**config.mk**
```make
export PLATFORM = sky130hd
export DESIGN_NAME = parity_frame_ctrl
export DESIGN_NICKNAME = d
export VERILOG_FILES = /design/src/rtl/parity_pkg.sv /design/src/rtl/parity_acc.sv /design/src/rtl/parity_frame_ctrl.sv
export SDC_FILE = /design/constraint.sdc
export NUM_CORES = 1
export LEC_CHECK = 0
export ABC_AREA = 1
export BUFFER_PORTS_ARGS = -buffer_cell sky130_fd_sc_hd__buf_2
export CAP_MARGIN = 20
export CORE_UTILIZATION = 45
export CTS_CLUSTER_SIZE = 24
export DETAILED_ROUTE_END_ITERATION = 7
export GPL_ROUTABILITY_DRIVEN = 0
export PLACE_DENSITY = 0.72
export SYNTH_ARGS = -nofsm -noshare
export SYNTH_HDL_FRONTEND = slang
export SYNTH_SLANG_ARGS = --single-unit
```
**constraint.sdc**
```tcl
create_clock -name clk -period 1.15 [get_ports clk]
set_input_delay 0.0575 -clock clk [delete_from_list [all_inputs] [get_ports clk]]
set_output_delay 0.0575 -clock clk [all_outputs]
set_load 0.005 [all_outputs]
```
**src/rtl/parity_pkg.sv**
```systemverilog
// Shared definitions for the parity frame controller: FSM states and the
// saturation limit of the optional error counter.
package parity_pkg;

  typedef enum logic [1:0] {
    IDLE  = 2'd0,
    SHIFT = 2'd1,
    DONE  = 2'd2
  } state_t;

  localparam logic [7:0] ERR_CNT_MAX = 8'd255;

endpackage

```
**src/rtl/parity_acc.sv**
```systemverilog
// Serial even-parity accumulator: folds one bit per enabled clock into z,
// cleared synchronously by clr.
module parity_acc (
  input  logic clk,
  input  logic reset,
  input  logic clr,
  input  logic en,
  input  logic x,
  output logic z
);

  // NOTE: state registers use non-blocking assignments so every flop samples
  // pre-edge values and simulation matches the synthesized hardware.
  always_ff @(posedge clk or negedge reset) begin
    if (!reset) begin
      z <= 1'b0;
    end else if (clr) begin
      z <= 1'b0;
    end else if (en) begin
      z <= z ^ x;
    end
  end

endmodule

```
**src/rtl/parity_frame_ctrl.sv**
```systemverilog
// Frame parity controller: accepts a WIDTH-bit word, serializes it LSB first
// through parity_acc and reports parity/mismatch. Define PARITY_ERR_CNT_EN to
// add the saturating err_cnt output.
module parity_frame_ctrl
  import parity_pkg::*;
#(
  parameter int WIDTH = 8
) (
  input  logic             clk,
  input  logic             reset,
  input  logic             in_valid,
  output logic             in_ready,
  input  logic [WIDTH-1:0] in_data,
  input  logic             in_par,
  output logic             ser_x,
  output logic             busy,
  output logic             out_valid,
  input  logic             out_ready,
  output logic             out_par,
  output logic             out_err
`ifdef PARITY_ERR_CNT_EN
  ,
  output logic [7:0]       err_cnt
`endif
);

  localparam int CW = $clog2(WIDTH);
  localparam logic [CW-1:0] LAST = CW'(WIDTH - 1);

  state_t           state;
  state_t           state_nxt;
  logic [WIDTH-1:0] sr;
  logic [CW-1:0]    cnt;
  logic             par_exp;
  logic             acc_z;
  logic             accept;
  logic             last_bit;
  logic             handshake;
  logic             shifting;

  assign shifting  = (state == SHIFT);
  assign accept    = in_valid && in_ready;
  assign last_bit  = shifting && (cnt == LAST);
  assign handshake = (state == DONE) && out_ready;

  assign in_ready  = (state == IDLE);
  assign busy      = (state != IDLE);
  assign out_valid = (state == DONE);
  assign ser_x     = shifting ? sr[0] : 1'b0;

  always_ff @(posedge clk or negedge reset) begin
    if (!reset) begin
      state <= IDLE;
    end else begin
      state <= state_nxt;
    end
  end

  // NOTE: state_nxt gets its default before the case so no path leaves it
  // unassigned, which would otherwise infer a latch.
  always_comb begin
    state_nxt = state;
    case (state)
      IDLE:    if (accept)    state_nxt = SHIFT;
      SHIFT:   if (last_bit)  state_nxt = DONE;
      DONE:    if (handshake) state_nxt = IDLE;
      default: state_nxt = IDLE;
    endcase
  end

  // NOTE: the shift register and latched results are reset too, so an
  // aborted frame leaves nothing behind that could leak into a later result.
  always_ff @(posedge clk or negedge reset) begin
    if (!reset) begin
      sr      <= '0;
      cnt     <= '0;
      par_exp <= 1'b0;
      out_par <= 1'b0;
      out_err <= 1'b0;
    end else if (accept) begin
      sr      <= in_data;
      cnt     <= '0;
      par_exp <= in_par;
    end else if (shifting) begin
      sr <= sr >> 1;
      if (cnt != LAST) begin
        cnt <= cnt + 1'b1;
      end
      // The final bit is still on ser_x, so fold it in directly.
      if (last_bit) begin
        out_par <= acc_z ^ ser_x;
        out_err <= acc_z ^ ser_x ^ par_exp;
      end
    end
  end

  parity_acc u_acc (
    .clk   (clk),
    .reset (reset),
    .clr   (accept),
    .en    (shifting),
    .x     (ser_x),
    .z     (acc_z)
  );

`ifdef PARITY_ERR_CNT_EN
  always_ff @(posedge clk or negedge reset) begin
    if (!reset) begin
      err_cnt <= 8'd0;
    end else if (handshake && out_err && (err_cnt != ERR_CNT_MAX)) begin
      err_cnt <= err_cnt + 8'd1;
    end
  end
`endif

endmodule

```
== Yosys cells after proc, flatten, opt, wreduce, memory -nomap -nowiden ==
Cells that the tools add are included.

* Bits in registers: 17
* Input port bits: 13
* Logic and storage cells: 40
* Output and inout port bits: 6

* Muxes and demuxes: 12
* Add/subtract/negate cells: 1
* Equality and inequality tests: 7
* Reductions and logical operators: 10
* Bitwise gates (word level): 3

{| class="wikitable"
|+ Operator list
! operator !! number
|-
| $mux W8 || 2
|-
| $mux W3 || 3
|-
| $mux W2 || 3
|-
| $pmux W2 S3 || 1
|-
| $reduce_and A3 Y1 || 2
|-
| $reduce_bool A2 Y1 || 3
|-
| $ne A2 B1 Y1 const B || 2
|-
| $add A3 B1 Y3 const B || 1
|-
| $eq A3 B3 Y1 const B || 1
|-
| $logic_and A1 B1 Y1 || 3
|-
| $mux W1 || 3
|-
| $ne A3 B3 Y1 const B || 1
|-
| $eq A2 B1 Y1 const B || 1
|-
| $eq A2 B2 Y1 const B || 1
|-
| $logic_not A2 Y1 || 1
|-
| $ne A2 B2 Y1 const B || 1
|-
| $reduce_and A2 Y1 || 1
|-
| $xor A1 B1 Y1 || 2
|-
| $not A1 Y1 || 1
|}

== Depth between registers and ports, before layout ==
* Depth after elaboration: 5
* Mapped depth: 7
* Gate-level depth less buffers: 7

== Cells and area by module ==
From an unflattened synthesis, not the netlist that was laid out.

* Cell total of the unflattened synthesis: 93
* Area, all modules: 823.3 sq um

{| class="wikitable"
|+ Modules (own cells, without submodules)
! module !! cells an instance !! sequential area each (sq um) !! area an instance (sq um) !! times used
|-
| parity_frame_ctrl || 87 || 400.4 || 777.0 || 1
|-
| parity_acc || 6 || 25.0 || 46.3 || 1
|}

== Worst setup path after synthesis ==
OpenSTA, ideal clock, no wires.

* Path type: register to register
* From: register cnt[0]
* To: register cnt[0]
* Path buffers: 0
* Library setup time: 123 ps
* Required time: 1027 ps
* Period minus slack after synthesis: 1163 ps
* Setup slack: -13 ps
* Cell stages (with the launch flop): 7
* Data arrival time: 1039 ps
* Cell sequence: dfrtp_1 > ha_1 > ha_1 > inv_1 > nand2_2 > nand2_2 > mux2i_1

* Word-level cells in the longest chain between the ends: 4
* Elaborated cells on any way between the ends: 7
* Those cells by class: add/sub (1); eq/ne (1); mux (3); reduce/logical (2)

{| class="wikitable"
|+ RTL lines
! element !! RTL line !! source
|-
| start, declared || parity_frame_ctrl.sv:33 || <nowiki>logic [CW-1:0] cnt;</nowiki>
|-
| start signal, assigned || parity_frame_ctrl.sv:87 || <nowiki>cnt <= cnt + 1'b1;</nowiki>
|-
| $add A3 B1 Y3 || parity_frame_ctrl.sv:87 ||
|-
| $mux W3 || parity_frame_ctrl.sv:86 || <nowiki>if (cnt != LAST) begin</nowiki>
|-
| $mux W3 || parity_frame_ctrl.sv:84 || <nowiki>end else if (shifting) begin</nowiki>
|-
| $mux W3 || parity_frame_ctrl.sv:80 || <nowiki>end else if (accept) begin</nowiki>
|}

Parallel ways exist; a longest one is shown, timed or not. The select of a mux whose other input is x is not followed.
A chain may end at the register's enable or synchronous reset.

== Worst setup path in the final report ==
* From: register state[0]
* To: output port out_valid

* Word-level cells in the longest chain between the ends: 1

{| class="wikitable"
|+ RTL lines
! element !! RTL line !! source
|-
| start, declared || parity_frame_ctrl.sv:30 || <nowiki>state_t state;</nowiki>
|-
| start signal, assigned || parity_frame_ctrl.sv:55 || <nowiki>state <= state_nxt;</nowiki>
|-
| $eq A2 B2 Y1 || parity_frame_ctrl.sv:48 || <nowiki>assign out_valid = (state == DONE);</nowiki>
|-
| end, declared || parity_frame_ctrl.sv:17 || <nowiki>output logic out_valid,</nowiki>
|}

Every way passes these cells.

==> impl_summary.txt <==
----------------------------------------------------
[Status]
  Run status ... finished with violations
  Failing checks ... hold timing

[Drt]
  Via count ... ~700
  Final routed DRC violation total ... 0
  ANT nets after route ... 0
  Avg Vias per Cell ... 5.10
  Routed WL per cell ... 11.3 um
  First-iteration detailed-routing DRC count ... 19
  Final routed wirelength across all metal layers ... 1550 um
  First-pass DRT Iterations ... 6

[Power]
  Net switching power ... between 1000 and 1500 uW
  Sequential share of power ... 38.5%
  Power share of the combinational group ... 50.2%
  Overall power ... around 2700 uW
  Fraction of power spent switching nets ... 40.2%
  Power share of the clock group ... 11.3%
  Internal power of the cells ... 1630 uW
  Leakage power of the design ... around 0.00056 uW
  Worst VDD drop ... between 0.001 and 0.0015 V
  Cell Pwr Density ... 2500 nW/um^2

[Worst hold path]
  Path category of the worst min-delay check ... in2reg

[GRT]
  Global-route wire length before repair ... between 2000 and 3000 um
  Maximum number of pins on one net before global-route repair ... 18
  Global-route usage over all layers ... 19.6%
  Initial antenna violation count ... 0
  Met3 demand-to-capacity share in global routing ... 2.45%
  GRT overflow ... 0
  Met1 routing resource usage after global routing ... 25.3%
  Layer with the highest usage ... met2
  Met2 layer usage reported by global route ... 32.6%
  Vias in the first global route ... roughly 660

[Setup path]
  Ordered cell list for the critical path ... buf_6 > nor2_1 > buf_2
  Endpoint class of the critical path ... output port
  Critical Path Max Stage Delay ... 480 ps
  Launching element type of the critical path ... register
  Cell type of the slowest stage on the worst timing path ... sky130_fd_sc_hd__dfrtp_2
  Data arrival time of the critical path ... 1080 ps
  Data required time at the worst endpoint ... 1090 ps
  Critical path start-end classification ... reg2out
  Max FO, Critical Path ... 5

[Yosys]
  Combinational family with the most area after synthesis ... simple AND/OR/NAND/NOR gates
  Post-synthesis instance area ... 795 um^2
  Flops & latches, synth ... 17
  Cells after Synth ... 88
  Mux contribution to synthesized area ... around 1.3%
  Synth Warn # ... 0
  Distinct cell type count after synthesis ... 19
  Xor and xnor fraction of the mapped netlist area ... 0%
  Synthesized-area fraction occupied by ao, oa, aoi and oai cells ... 7.09%
  Area fraction in and, or, nand and nor cells after synthesis ... 27.1%
  Fraction of the yosys area taken by sequential cells ... 53.5%
  Synthesized-area fraction occupied by adder cells ... between 3 and 4%
  Total nets after synthesis ... slightly above 100
  Post-synthesis average cell area ... 9.03 um^2

[Floorplan]
  Initial standard-cell utilization of the core ... 50.4%
  Core region area ... 1580 um^2
  Width of the die ... 44.0 um
  Vertical extent of the die ... 44.0 um
  Count of standard-cell rows ... 14
  Ports placed on the boundary ... 19
  Die area ... 1940 um^2

[CTS]
  H-tree depth ... 1
  Latest clock arrival within the worst-skew pair ... 280 ps
  Number of sinks on the clock net ... 17
  CTS tree ... yes
  Total CTS buffers ... 3
  Cell at the root of the clock tree ... sky130_fd_sc_hd__clkbuf_4
  Clock transition at path regs ... 100 ps
  Clk buf depth ... 2

[Cells and area]
  Area overhead of the layout relative to synthesis ... 37.5%
  Commonest non-fill, non-tap cell in the layout ... sky130_fd_sc_hd__nand2_1
  Antenna cells ... 0
  Number of nets in the layout ... 138
  Count of filler cells inserted in the layout ... 127
  Most used cells in the layout excluding fill and tap cells ... sky130_fd_sc_hd__nand2_1 (25), sky130_fd_sc_hd__buf_2 (18), sky130_fd_sc_hd__dfrtp_1 (16)
  Fraction of final layout cells sized beyond drive strength 1 ... 38.5%

[Timing]
  Slew at the pin with the worst max-slew slack ... 385 ps
  Worst slew margin ... 74.4%
  Final critical path time including I/O delays and setup ... 1140 ps
  Fin. Hold Viols ... 1
  Fraction of the cycle the final worst path needs ... 99.0%
  Setup repair after global routing missed its margin ... yes
  Slew Viols, Final ... 0
  Final clock skew ... 4.15 ps
  Fin Hold WS ... -2.27 ps
  Achievable clock frequency ... 879 MHz
  Setup-failing EPs final ... 0
  Final worst-path setup slack ... between 10 and 15 ps

[Placed design]
  Pre-CTS WS ... -28.4 ps
  Port bufs ... 18
  HPWL reported at the end of detailed placement ... 1110 um

[Flow run]
  Max-capacitance violation count ... 0

----------------------------------------------------
-- synth_stat cells, drive strengths merged --
| cell type | instances | area [um^2] |
|---|---|---|
| o31ai | 1 | 7.51 |
| o21ai | 2 | 10.0 |
| inv | 13 | 51.3 |
| mux2i | 1 | 10.0 |
| ha | 2 | 25.0 |
| nand4 | 1 | 6.26 |
| nand3 | 10 | 50.1 |
| o211ai | 4 | 30.0 |
| a22o | 1 | 8.76 |
| buf | 1 | 11.3 |
| nand2 | 31 | 134 |
| dfrtp | 17 | 425 |
| nor2 | 4 | 25.0 |
-- metrics by stage --
step,setup TNS (ps),util (%),cell area (um^2),cells
detailed placement,-69.6,59.0,931,126
global route,-411,69.3,1090,138
global placement,0,59.0,931,126
floorplan,0,-,795,88
CTS,0,67.1,1060,137
finish,0,69.3,1090,138
-- registers in the layout, indices dropped and copies added (netlist names) --
signal   flops
out_par      1
out_err      1
state        2
sr           8
cnt          3
u_acc.z      1
par_exp      1
-- power by group through the flow --
stage / logic [uW] / clock network [uW] / registers, uW
2_1_floorplan: 802 / 0 / 1010
3_3_place_gp: 1140 / 0 / 1020
3_5_place_dp: 1170 / 0 / 1040
4_1_cts: 1300 / 323 / 1040
5_1_grt: 1580 / 342 / 1080
6_report: 1370 / 309 / 1050
-- layer usage --
metal	wire [um]	up-vias
met5	0	-
met2	782	15
li1	-	351
met4	9	0
met1	718	336
met3	44	2
-- repair_timing --
action                                  in CTS  in global routing
endpoints found under the setup margin       8                 19
pin swaps                                    2                  5
setup buffers                                1                  1
hold buffers                                 6                  0
resized for setup                            8                  8
hold endpoints to repair                    22                  0
-- path summary, 6_finish.rpt --
check	slack (ps)	startpoint	cells past startpoint	endpoint
worst max-delay path	10	state[0]	3	out_valid
worst min-delay path	-2	in_data[5]	3	sr[5]
worst max register to register	30	state[0]	5	sr[7]
worst min register to register	480	out_err	2	out_err
max in group asynchronous	630	reset	2	state[0]
min in group asynchronous	220	reset	2	sr[0]
-- cell families after synthesis --
| logic type | count (synthesis) |
|---|---|
| simple gates | 46 |
| flops | 17 |
| buf+inv | 14 |
| mux | 1 |
| fa+ha+maj | 2 |
| compound gates | 8 |
-- critical path, delay by kind of cell, from the launching register on --
kind | cells | cell delay, ps
simple gates | 1 | 70
flops | 1 | 480
buf+inv | 2 | 250
-- cell type report --
type | instances | area [um^2] | area share (%)
clock buffer | 4 | 26.3 | 2.41
tap | 16 | 20.0 | 1.83
sequential | 17 | 427 | 39.1
inverter | 13 | 63.8 | 5.84
multi-input combinational | 57 | 349 | 32.0
timing repair buffer | 31 | 206 | 18.9
No activity file was read; power rests on OpenSTA's default activity.
